==> src/rtl/lsu_store_buffer_pkg.sv <==
// lsu_store_buffer_pkg: shared sizes and slot/memory-write record types for the store buffer
package lsu_store_buffer_pkg;
  localparam int SB_ENTRY    = 8;
  localparam int WORD_SIZE_P = 16;
  localparam int SB_PTR_W    = $clog2(SB_ENTRY);
  localparam int SB_CNT_W    = SB_PTR_W + 1;
  typedef struct packed {
    logic [WORD_SIZE_P-1:0] addr;
    logic [WORD_SIZE_P-1:0] data;
    logic                   rdy;
  } sb_entry_t;
  typedef struct packed {
    logic                   v;
    logic [WORD_SIZE_P-1:0] addr;
    logic [WORD_SIZE_P-1:0] data;
  } sb_mem_wr_t;
endpackage

==> src/rtl/sb_bypass_match.sv <==
// sb_bypass_match: age-masked address compare with youngest-older-store priority select
// Ports:
//   i_slots  all slot records (addr, data, rdy)
//   i_head   oldest occupied slot
//   i_sb_num first slot younger than the load (scan stops before it)
//   i_addr   load address
//   o_hit    some older resolved store matches i_addr
//   o_value  data of the youngest such store, 0 when no hit
module sb_bypass_match
  import lsu_store_buffer_pkg::*;
(
  input  sb_entry_t [SB_ENTRY-1:0] i_slots,
  input  logic [SB_PTR_W-1:0]      i_head,
  input  logic [SB_PTR_W-1:0]      i_sb_num,
  input  logic [WORD_SIZE_P-1:0]   i_addr,
  output logic                     o_hit,
  output logic [WORD_SIZE_P-1:0]   o_value
);
  logic [SB_PTR_W-1:0] w_lim;
  assign w_lim = i_sb_num - i_head;
  // walk in age order from head; later (younger) matches override earlier ones
  always_comb begin
    o_hit   = 1'b0;
    o_value = '0;
    for (int k = 0; k < SB_ENTRY; k++) begin
      if (SB_PTR_W'(k) < w_lim && i_slots[i_head + SB_PTR_W'(k)].rdy &&
          i_slots[i_head + SB_PTR_W'(k)].addr == i_addr) begin
        o_hit   = 1'b1;
        o_value = i_slots[i_head + SB_PTR_W'(k)].data;
      end
    end
  end
endmodule

==> src/rtl/lsu_store_buffer.sv <==
// lsu_store_buffer: in-order store buffer, allocate at dispatch, drain to memory after commit
// Optional feature: define SB_LD_BYPASS_EN to enable store-to-load forwarding.
// Ports:
//   clk_i, reset_ni                          clock, async active-low reset
//   alloc_v_i / alloc_ready_o / alloc_idx_o  slot allocation at dispatch
//   lsu_sb_v_i, lsu_sb_dest_i/addr_i/data_i  store address/data writeback
//   ld_bypass_addr_i, ld_bypass_sb_num_i     load lookup; ld_bypass_valid_o/value_o result
//   commit_v_i, mispredict_i                 ROB retire / flush of uncommitted slots
//   mem_w_v_o/addr_o/data_o, mem_w_ready_i   memory write port
module lsu_store_buffer
  import lsu_store_buffer_pkg::*;
(
  input  logic                   clk_i,
  input  logic                   reset_ni,
  input  logic                   alloc_v_i,
  output logic                   alloc_ready_o,
  output logic [SB_PTR_W-1:0]    alloc_idx_o,
  input  logic                   lsu_sb_v_i,
  input  logic [SB_PTR_W-1:0]    lsu_sb_dest_i,
  input  logic [WORD_SIZE_P-1:0] lsu_sb_addr_i,
  input  logic [WORD_SIZE_P-1:0] lsu_sb_data_i,
  input  logic [WORD_SIZE_P-1:0] ld_bypass_addr_i,
  input  logic [SB_PTR_W-1:0]    ld_bypass_sb_num_i,
  output logic                   ld_bypass_valid_o,
  output logic [WORD_SIZE_P-1:0] ld_bypass_value_o,
  input  logic                   commit_v_i,
  input  logic                   mispredict_i,
  output logic                   mem_w_v_o,
  output logic [WORD_SIZE_P-1:0] mem_w_addr_o,
  output logic [WORD_SIZE_P-1:0] mem_w_data_o,
  input  logic                   mem_w_ready_i
);
  sb_entry_t [SB_ENTRY-1:0] r_sb;
  logic [SB_PTR_W-1:0] r_head, r_cmt, r_tail;
  // r_count: occupied slots (head..tail), r_ncmt: committed, not yet drained (head..cmt)
  logic [SB_CNT_W-1:0] r_count, r_ncmt, w_count_nxt, w_ncmt_nxt;
  logic w_alloc, w_commit, w_drain, w_wb;
  sb_mem_wr_t w_mem;
  assign alloc_ready_o = !r_count[SB_PTR_W];
  assign alloc_idx_o   = r_tail;
  assign w_alloc  = alloc_v_i && alloc_ready_o && !mispredict_i;
  assign w_commit = commit_v_i && (r_ncmt != r_count);
  // only slots inside head..tail accept a writeback
  assign w_wb = lsu_sb_v_i && !mispredict_i && ({1'b0, lsu_sb_dest_i - r_head} < r_count);
  // ncmt rather than head!=cmt so a fully committed ring still drains
  assign w_mem.v    = (r_ncmt != '0) && r_sb[r_head].rdy;
  assign w_mem.addr = w_mem.v ? r_sb[r_head].addr : '0;
  assign w_mem.data = w_mem.v ? r_sb[r_head].data : '0;
  assign w_drain    = w_mem.v && mem_w_ready_i;
  assign mem_w_v_o    = w_mem.v;
  assign mem_w_addr_o = w_mem.addr;
  assign mem_w_data_o = w_mem.data;
  assign w_ncmt_nxt  = r_ncmt + SB_CNT_W'(w_commit) - SB_CNT_W'(w_drain);
  // on flush tail snaps to the (possibly just advanced) cmt, so occupancy equals committed count
  assign w_count_nxt = mispredict_i ? w_ncmt_nxt : r_count + SB_CNT_W'(w_alloc) - SB_CNT_W'(w_drain);
  always_ff @(posedge clk_i or negedge reset_ni) begin
    if (!reset_ni) begin
      r_sb    <= '0;
      r_head  <= '0;
      r_cmt   <= '0;
      r_tail  <= '0;
      r_count <= '0;
      r_ncmt  <= '0;
    end else begin
      r_head  <= r_head + SB_PTR_W'(w_drain);
      r_cmt   <= r_cmt + SB_PTR_W'(w_commit);
      r_tail  <= mispredict_i ? r_cmt + SB_PTR_W'(w_commit) : r_tail + SB_PTR_W'(w_alloc);
      r_count <= w_count_nxt;
      r_ncmt  <= w_ncmt_nxt;
      if (w_wb) r_sb[lsu_sb_dest_i] <= '{addr: lsu_sb_addr_i, data: lsu_sb_data_i, rdy: 1'b1};
      if (w_drain) r_sb[r_head].rdy <= 1'b0;
      if (w_alloc) r_sb[r_tail].rdy <= 1'b0;
    end
  end
`ifdef SB_LD_BYPASS_EN
  sb_bypass_match u_bypass (
    .i_slots  (r_sb),
    .i_head   (r_head),
    .i_sb_num (ld_bypass_sb_num_i),
    .i_addr   (ld_bypass_addr_i),
    .o_hit    (ld_bypass_valid_o),
    .o_value  (ld_bypass_value_o)
  );
`else
  logic w_unused_bypass;
  assign w_unused_bypass   = ^{ld_bypass_addr_i, ld_bypass_sb_num_i};
  assign ld_bypass_valid_o = 1'b0;
  assign ld_bypass_value_o = '0;
`endif
  a_commit_pending: assert property (@(posedge clk_i) disable iff (!reset_ni)
    commit_v_i |-> (r_ncmt != r_count));
endmodule

==> config.mk <==
export PLATFORM = sky130hd
export DESIGN_NAME = lsu_store_buffer
export DESIGN_NICKNAME = d
export VERILOG_FILES = /design/src/rtl/lsu_store_buffer_pkg.sv /design/src/rtl/sb_bypass_match.sv /design/src/rtl/lsu_store_buffer.sv
export SDC_FILE = /design/constraint.sdc
export NUM_CORES = 1
export LEC_CHECK = 0
export CAP_MARGIN = 5
export CORE_AREA = 2 2 149 151
export CTS_CLUSTER_SIZE = 28
export DETAILED_ROUTE_END_ITERATION = 6
export DIE_AREA = 0 0 151 153
export PLACE_DENSITY = 0.89
export SYNTH_ARGS = -nofsm -noshare
export SYNTH_HDL_FRONTEND = slang
export SYNTH_SLANG_ARGS = --single-unit
==> constraint.sdc <==
create_clock -name clk_i -period 7.8 [get_ports clk_i]
set_clock_uncertainty 0.05 [all_clocks]
set_input_delay 0.78 -clock clk_i [delete_from_list [all_inputs] [get_ports clk_i]]
set_output_delay 0.78 -clock clk_i [all_outputs]
set_load 0.03 [all_outputs]
==> results of run 1 <==
routing by layer:
layer	track usage [%]	up-vias	share of wire [%]
met2	43.5	405	49
li1	-	3632	-
met3	4.30	72	6.7
met1	38.8	4439	42
met4	9.97	0	2.7
met5	0	-	0
metrics by stage:
step,hold WS [ps],cells
final,164,1309
after global routing,222,1309
after CTS,190,1309
after detailed placement,397,1260
after global placement,398,1260
after floorplan,382,965
kinds of logic after synthesis:
kind of cell	count (synthesis)	synth area share, %
mux	261	23.8
other cells	1	0.0293
flops	281	55.0
compound gates	154	7.90
fa+ha+maj	21	2.23
simple gates	115	5.57
xor+xnor	14	0.959
buf+inv	102	4.45
area by class of cell:
type	count	area (um2)	area share [%]
Sequential cell	281	7030	48.2
Multi-Input combinational cell	582	5280	36.2
Timing Repair Buffer	93	911	6.25
Clock buffer	38	777	5.33
Tap cell	280	350	2.40
Clock inverter	11	140	0.961
Inverter	24	90.1	0.618
Yosys cell counts, drive strengths merged:
cell type,number
and3b,1
o22ai,128
xnor2,4
buf,52
nand2,10
a211oi,1
a221oi,2
fa,3
a21bo,1
o21ai,6
or4,32
dfrtp,281
or3,1
a222oi,1
nor2,10
inv,24
and4b,1
a221o,1
xor2,10
or2,2
nand2b,2
a21o,2
a31oi,1
nor3b,2
nor2b,5
nand3,9
nand3b,2
a32oi,1
and2,1
clkbuf,26
a21oi,5
mux2,259
o221a,3
and3,1
nor4b,2
mux2i,2
conb,1
nor3,34
o41ai,1
o21bai,1
ha,18
cell usage in the layout (no fill, tap or decap), types with 3 or more instances in the layout:
| master | netlist | final |
|---|---|---|
| nand3_1 | 9 | 7 |
| a21oi_1 | 5 | 5 |
| nor3_1 | 32 | 32 |
| xor2_1 | 10 | 10 |
| xnor2_1 | 4 | 4 |
| conb_1 | 1 | 17 |
| dfrtp_1 | 281 | 281 |
| clkbuf_16 | 0 | 27 |
| o22ai_1 | 128 | 128 |
| clkbuf_1 | 26 | 5 |
| fa_1 | 3 | 3 |
| or4_1 | 32 | 32 |
| clkinv_2 | 0 | 5 |
| nand2_1 | 10 | 10 |
| mux2_4 | 29 | 29 |
| ha_1 | 18 | 18 |
| buf_4 | 20 | 14 |
| bufinv_16 | 0 | 3 |
| mux2_1 | 3 | 3 |
| o21ai_0 | 6 | 6 |
| o221a_2 | 3 | 3 |
| nor2b_1 | 5 | 5 |
| inv_1 | 24 | 24 |
| nor2_1 | 9 | 9 |
| clkdlybuf4s50_1 | 0 | 77 |
| mux2_2 | 227 | 227 |
| clkbuf_8 | 0 | 6 |
power by group through the flow:
stage / registers [W] / logic, W / clock network [W]
2_1_floorplan: 0.00249 / 0.00212 / 0
3_3_place_gp: 0.00257 / 0.00293 / 0
3_5_place_dp: 0.00262 / 0.00303 / 0
4_1_cts: 0.00263 / 0.00307 / 0.00135
5_1_grt: 0.00271 / 0.00328 / 0.00141
6_report: 0.00265 / 0.00308 / 0.00135
worst max-delay path by stage:
stage,to,slack (ps),cells past startpoint
final,mem_w_addr_o[1],2770,7
after global routing,mem_w_addr_o[1],2700,7
after CTS,mem_w_addr_o[1],2870,7
after detailed placement,register,2560,14
after global placement,register,2600,14
after floorplan,register,4260,13
worst max-delay path, delay by kind of cell (launching register included):
kind	cells	cell delay [ps]
compound gates	1	110
buf+inv	3	1310
flops	1	650
simple gates	3	1580
==> results.yml, run 1 <==
route:
  drt-pass1-iter-count: 5
  wl_um: 31400
  wl_per_cell_um: 24.0
  antenna_left: 0
  drt_iter0_markers: 771
  drc: 0
  num_vias: 8548
  vias_per_cell: 6.53
clocking:
  clk_path_buf_depth: 3
  cts_hold_buf: 0
  cts-root-buf: "clkbuf_16"
  cts_resized: 0
  cts_tree: "done"
  cts_sinks: 281
  cts_buffers: 27
  cts_setup_buffers: 0
  path_clk_slew_ps: 60
  clock_latency_ps: 530
  htree_levels: 1
placement:
  port_buffers: 78
  place_congestion: 0.787
  postPlaceCellArea_um2: 13700
  place_ws_ps: 2560
  hpwl_um: 17000
floorplanning:
  die_x_um: 151
  initial_core_util_pct: 59.5
  die_y_um: 153
  io_pins: 115
  num_rows: 54
  core_um2: 21500
  dieArea_um2: 23100
sta:
  hold_viol_final: 0
  setup_violations: 0
  post-route-min-period_ps: 5030
  layout_setup_ws_ps: 2770
  maxSlewHeadroom_pct: 24.0
  finalCritPeriodShare_pct: 64.5
  tightest_slew_ps: 1140
  rsz0062_at_grt: "no"
  fmax_mhz: 199
  setup-tns-final_ps: 0
  drv_slew: 0
synthesis:
  yosys.area.top_type_share_pct: 55.0
  syn-instance-count: 949
  ys_types: 54
  synth_seq_cells: 281
  yosys_warnings: 0
  ys_seq_area_share_pct: 55.0
  ys_top_cells_by_area: "dfrtp_1 55%, mux2_2 20%, o22ai_1 6.3%"
  netlist_area_um2: 12800
  synth_area_per_cell_um2: 13.5
  yosysTopAreaCell: "dfrtp_1"
worst_hold_path:
  min_path_type: "in -> async"
worst_setup_path:
  cp-end-kind: "output port"
  crit_fanout: 17
  r2r_cells: 12
  cp-start-kind: "register"
  crit_required_ps: 6970
  slowest_stage: "clkdlybuf4s50_1"
  rrSetupSlack_ps: 3280
  worstSetupPathType: "reg -> out"
  slowest_delay_ps: 760
  arrival_ps: 4200
  crit_path_cell_trace: "inv_1 > nand3_1 > buf_4 > o22ai_1 > or4_1 > nor3_1 > clkdlybuf4s50_1"
  r2r_start: "r_head[0]$_DFF_PN0_"
  startpoint: "r_head[0]$_DFF_PN0_"
power:
  powerDensity_nw_per_um2: 485
  ir_drop_mv: 0.382
  p_int_w: 0.00443
  clkPwrFrac_pct: 19.0
  switching_share_pct: 37.3
  combPwrFrac_pct: 43.5
  finalPower_w: 0.00707
  pwr-share-seq_pct: 37.4
  p_leak_nw: 6.45
  power.switching_w: 0.00264
global_route:
  grt_start_max_net_pins: 205
  antenna_found_initial: 0
  grt_pass1_wl_um: 49600
  grt_usage_pct: 27.5
  grt_pass1_vias: 8958
  overflow: 0
final_layout:
  syn2layout_area_growth_pct: 14.1
  final_nets: 1091
  design_area_um2: 14600
  fillCellCount: 1410
  drive_above_1_share_pct: 32.6
  antenna_cells: 0
  utilization_pct: 67.9
status:
  outcome: "complete, no violations"
run:
  cap_violations: 0
Power figures use the tool's default switching activity.
==> run 2, diff against run 1 <==
--- a/config.mk
+++ b/config.mk
@@ -6,11 +6,11 @@
 export NUM_CORES = 1
 export LEC_CHECK = 0
 export CAP_MARGIN = 5
-export CORE_AREA = 2 2 149 151
+export CORE_AREA = 2 2 160 162
 export CTS_CLUSTER_SIZE = 28
 export DETAILED_ROUTE_END_ITERATION = 6
-export DIE_AREA = 0 0 151 153
-export PLACE_DENSITY = 0.89
+export DIE_AREA = 0 0 162 164
+export PLACE_DENSITY = 0.82
 export SYNTH_ARGS = -nofsm -noshare
 export SYNTH_HDL_FRONTEND = slang
 export SYNTH_SLANG_ARGS = --single-unit
==> constraint.sdc (replaced) <==
create_clock -name clk_i -period 4.1 [get_ports clk_i]
set_clock_uncertainty 0.05 [all_clocks]
set_input_delay 0.41 -clock clk_i [delete_from_list [all_inputs] [get_ports clk_i]]
set_output_delay 0.41 -clock clk_i [all_outputs]
set_load 0.03 [all_outputs]
==> run 2 against run 1 <==
Design area is 3.4% higher. Worst setup slack worse by 2700 ps. Sequential cell count stayed put. Sequential power is 89% higher. Critical endpoint is now mem_w_data_o[4]. Largest cell class unchanged. Highest routed layer unchanged.
==> results.yml, run 2 (synthesized netlist as in run 1, its figures left out) <==
worst_setup_path:
  crit_family: "buffers and inverters"
  slowest_stage: "clkdlybuf4s50_1"
  arrival_ps: 3530
  worstSetupPathType: "reg -> out"
  crit_fanout: 15
  rrSetupSlack_ps: 580
  cp-start-kind: "register"
  cp.buffers_inverters: 4
  crit_path_cell_trace: "inv_1 > nand3_4 > buf_4 > buf_4 > o22ai_1 > or4_1 > nor3_1 > clkdlybuf4s50_1"
  worst_path_most_repeated_cell: "buf_4"
  slowest_delay_ps: 710
  cp-end-kind: "output port"
  r2r_cells: 11
  r2r_start: "r_head[1]$_DFF_PN0_"
  crit_required_ps: 3640
global_route:
  grt_pass1_wl_um: 50400
  overflow: 0
  grt_pass1_vias: 9104
  grt_start_max_net_pins: 137
  grt_usage_pct: 24.2
  antenna_found_initial: 1
route:
  drt-pass1-iter-count: 5
  wl_per_cell_um: 23.0
  vias_per_cell: 6.18
  num_vias: 8541
  antenna_left: 0
  drc: 0
  wl_um: 31800
  drt_iter0_markers: 607
status:
  outcome: "complete, no violations"
floorplanning:
  die_y_um: 164
  num_rows: 58
  io_pins: 115
  die_x_um: 162
  initial_core_util_pct: 51.5
  dieArea_um2: 26600
  core_um2: 24800
final_layout:
  drive_above_1_share_pct: 34.0
  final_cell_mix: "279 x dfrtp_1, 227 x mux2_2, 128 x o22ai_1"
  syn2layout_area_growth_pct: 17.9
  final_common_cell: "dfrtp_1"
  utilization_pct: 60.7
  final_nets: 1112
worst_hold_path:
  min_path_type: "reg -> reg"
  hp-start: "r_cmt[2]$_DFF_PN0_"
  min_to: "r_cmt[2]$_DFF_PN0_"
  hold_depth: 1
sta:
  setup-tns-final_ps: 0
  whs_ps: 408
  setup_violations: 0
  finalCritPeriodShare_pct: 97.3
  layout_setup_ws_ps: 110
  post-route-min-period_ps: 3990
  drv_slew: 0
  tightest_slew_ps: 1050
  fmax_mhz: 251
  hold_viol_final: 0
  maxSlewHeadroom_pct: 30.2
  rsz0062_at_grt: "no"
placement:
  place_congestion: 0.797
  hpwl_um: 17500
  place_ws_ps: 238
  port_buffers: 78
power:
  p_leak_nw: 6.64
  ir_drop_mv: 0.568
  finalPower_w: 0.0138
  powerDensity_nw_per_um2: 913
clocking:
  cts_tree: "done"
  path_clk_slew_ps: 60
  clock_latency_ps: 550
  cts_buffers: 29
  htree_levels: 1
  cts_sinks: 281
  cts-root-buf: "clkbuf_16"
  clk_path_buf_depth: 3
run:
  cap_violations: 0
[run 2: changes by cell type in the layout (fill, tap and decap cells not counted), sizes merged]
cell	delta
buf	+18
clkbuf	+4
bufinv	+1
clkinv	-1
diode	+1
dlygate4sd3	+1
[run 2: layout make-up]
cell class	count	area, um2
fillers	1861	9750
flip-flops and latches	281	7030
multi-input cells	582	5300
repair buffers	112	1230
clock buffers	42	825
well taps	330	413
clock inverters	11	176
inverters	24	90.1
diodes	1	2.50
[run 2: stage by stage]
| step | instance area [um2] | cells |
|---|---|---|
| after CTS | 15100 | 1382 |
| final | 15100 | 1383 |
| after global placement | 14000 | 1328 |
| after global routing | 15100 | 1383 |
| after detailed placement | 14000 | 1328 |
| after floorplan | 12800 | 965 |
[run 2: per-layer routing]
| metal | vias to the layer above | routed length (um) | GRT usage [%] | part of all wire [%] |
|---|---|---|---|---|
| met1 | 4465 | 13100 | 31.8 | 41 |
| met5 | - | 0 | 0 | 0 |
| li1 | 3666 | - | - | - |
| met2 | 346 | 16000 | 41.5 | 50 |
| met3 | 64 | 2010 | 3.59 | 6.3 |
| met4 | 0 | 721 | 7.88 | 2.3 |
[run 2: power breakdown]
part	leakage, nW	total [W]	switching [W]	internal (W)
clock network	0.489	0.00275	0.00110	0.00165
registers	3.42	0.00501	0.000853	0.00415
logic	2.74	0.00601	0.00310	0.00290
total	6.64	0.0138	0.00505	0.00871
[run 2: repair_timing]
action | CTS | global route
resized for setup | 2 | 1
buffers inserted | 0 | 0
pin swaps | 0 | 0
setup endpoints to repair | 16 | 7
hold buffers | 1 | 0
hold endpoints to repair | 7 | 0
[run 2: worst max-delay path by stage]
| stage | slack [ps] | depth (start not counted) | from | to |
|---|---|---|---|---|
| 2_1_floorplan | 930 | 12 | r_head[1]$_DFF_PN0_ | register |
| 3_3_place_gp | 280 | 14 | lsu_sb_dest_i[0] | register |
| 3_5_place_dp | 240 | 14 | lsu_sb_dest_i[0] | register |
| 4_1_cts | 10 | 7 | r_head[2]$_DFF_PN0_ | mem_w_data_o[13] |
| 5_1_grt | 30 | 8 | r_head[1]$_DFF_PN0_ | mem_w_data_o[4] |
| 6_report | 110 | 8 | r_head[1]$_DFF_PN0_ | mem_w_data_o[4] |
==> run 3, diff against run 2 <==
--- a/config.mk
+++ b/config.mk
@@ -5,6 +5,7 @@
 export SDC_FILE = /design/constraint.sdc
 export NUM_CORES = 1
 export LEC_CHECK = 0
+export ABC_CLOCK_PERIOD_IN_PS = 4100
 export CAP_MARGIN = 5
 export CORE_AREA = 2 2 160 162
 export CTS_CLUSTER_SIZE = 28
==> results of run 3 <==
Final layout, timing and power as in run 2 (identical DEF).
==> RTL change: new RTL, flow settings as in run 3 <==
Change the package constant `WORD_SIZE_P` from 16 to 8.
--- a/src/rtl/lsu_store_buffer_pkg.sv
+++ b/src/rtl/lsu_store_buffer_pkg.sv
@@ -2,5 +2,5 @@
 package lsu_store_buffer_pkg;
   localparam int SB_ENTRY    = 8;
-  localparam int WORD_SIZE_P = 16;
+  localparam int WORD_SIZE_P = 8;
   localparam int SB_PTR_W    = $clog2(SB_ENTRY);
   localparam int SB_CNT_W    = SB_PTR_W + 1;
Interface: changed (6 resized); port bits go from 115 to 67. No check against the original RTL was run, so the function may have changed too.
==> RTL change against run 3 <==
Count of clock-buffer cells in the layout fell by 21; routed wire length fell by 44%; sequential cell count fell by 128; area after synthesis fell by 43%; worst setup slack improved by 0.11 ns; via count fell by 45%; design area fell by 43%; power fell by 52%; critical endpoint is now mem_w_data_o[7].
==> RTL change: results (changes against run 3) <==
CTS_RESIZED=0  # -2
SYNTHTOPCELLSBYAREA='dfrtp_1 (53%), mux2_2 (21%), o22ai_1 (6.1%)'
PLACE_CONGESTION=0.771  # -3.2%
YS.WARNINGS.COUNT=0  # unchanged
SYNTHDISTINCTLIBCELLS=46  # -15%
CTS-BUFFERS-INSERTED=17  # -41%
CTS_SETUP_BUFFERS=0  # unchanged
N_FILL_CELL=2366  # +27%
REG2REG_FROM='r_head[0]'
CRITICAL_PATH.TOP_DELAY_FAMILY='buffers and inverters'
DIODES=0  # -1
POST_LAYOUT_CELL_COUNT=958  # -31%
VIAS_IN_THE_FIRST_GLOBAL_ROUTE=4990  # -45%
H-TREE-DEPTH=4  # +3
GRT_PASS1_WL_MM=27.8  # -45%
SYNTHTOPCELLSBYCOUNT='dfrtp_1 (153), mux2_2 (132), o22ai_1 (70)'
FINALNETCOUNT=674  # -39%
WORST-R2R-CELL-COUNT=12  # +1
DRT-TOTAL-WL_MM=17.7  # -44%
IR_DROP_uV=307  # -46%
CLK_ROOT_BUFFER_CELL='clkbuf_16'
PLACE_WS_NS=0.516  # +0.278 ns
MAX-CLOCK-PATH-BUFFERS=2  # -1
STATUS='finished clean'
WORST-ENDPOINT-ARRIVAL_NS=3.42  # -0.11 ns
HOLD_PATH.CLASS='in2async'
PLACE.DETAILED.INSTANCES=927  # -30%
DRT_ITER0_DRC=330  # -46%
VIAS=4703  # -45%
DRT_PRE_ANTENNA_ITERS=4  # -1
TRACK_USAGE_PCT=13.8  # -10 points
GRT_MAX_DEGREE=107  # -22%
SYNTH_SEQ_AREA_SHARE_PCT=53.0  # -2.0 points
SETUP_VIOL=0  # unchanged
DP.FINAL_HPWL_MM=10.9  # -38%
CRIT_START='r_head[2]'
FINAL_LAYOUT_SIZE_SUFFIX_GT1_SHARE_PCT=32.5  # -1.5 points
ANTENNA_FOUND_INITIAL=0  # -1
TIGHTESTPINTRANSITION_NS=0.978  # -0.0692 ns
CRITICAL_PATH.MAX_FANOUT=14  # -1
CLOCK_INSERTION_DELAY_WORST_SKEW_NS=0.43  # -0.12 ns
POWER_LEAKAGE_nW=3.74  # -44%
PLACEMENT.IO_BUFFERS=46  # -41%
AVERAGE_INSTANCE_AREA_AFTER_SYNTHESIS_UM2=12.9  # -4.4%
CRIT_PATH_MAX_INCR_DELAY_NS=0.68  # -0.03 ns
ASYNC_FLOP_SHARE_PCT=100  # unchanged
CRIT_PATH_TOP_DELAY_CELL='dfrtp_1'
PLACEMENT_STAGE_CELL_AREA_UM2=8070  # -43%
## RTL change: cell count changes in the layout (fill, tap and decap cells not counted), sizes merged, moves of 10 or more
cell and change:
mux2 -127, nor3 -31, nor2 +10, dfrtp -128, clkdlybuf4s50 -32, buf -10, clkbuf -21, or4 -16
o22ai -58
## RTL change: layer usage
| metal | vias up | part of all wire, % | GRT usage, % |
|---|---|---|---|
| li1 | 2156 | - | - |
| met4 | 0 | 1.2 | 5.51 |
| met3 | 20 | 5.5 | 2.98 |
| met2 | 138 | 50 | 22.8 |
| met5 | - | 0 | 0 |
| met1 | 2389 | 44 | 17.7 |
## RTL change: kinds of logic (layout without fill, tap and decap cells)
logic type / count (synthesis) / count (layout) / share of synthesized area, %
XOR/XNOR: 14 / 14 / 1.70
AND/OR/NAND/NOR: 71 / 71 / 6.15
buffers and inverters: 73 / 132 / 5.28
multiplexers: 138 / 138 / 21.6
AO/OA/AOI/OAI: 90 / 90 / 8.25
other: 1 / 9 / 0.0519
flip-flops: 153 / 153 / 53.0
adder cells (fa/ha/maj): 21 / 21 / 3.95
## RTL change: layout make-up
class,count,area [µm²],share of cell area (%)
clock buffer,21,450,5.23
clock inverter,10,96.3,1.12
inverter,32,120,1.39
multi-input combinational,343,3050,35.4
sequential,153,3830,44.4
tap,330,413,4.79
timing repair buffer,69,659,7.65
## RTL change: power breakdown
part,switching [mW],internal [mW]
Combinational,1.17,1.22
Sequential,0.474,2.23
Clock,0.627,0.848
Total,2.27,4.30
## RTL change: worst paths after layout
kind                                         endpoint  slack (ns)
max                                   mem_w_data_o[7]        0.22
max reg2reg                                 flip-flop        0.87
min reg2reg                                  r_cmt[2]        0.41
max in group asynchronous  asynchronous set/reset pin        3.11
min                                         r_ncmt[0]        0.04
min in group clk_i                           r_cmt[2]        0.41
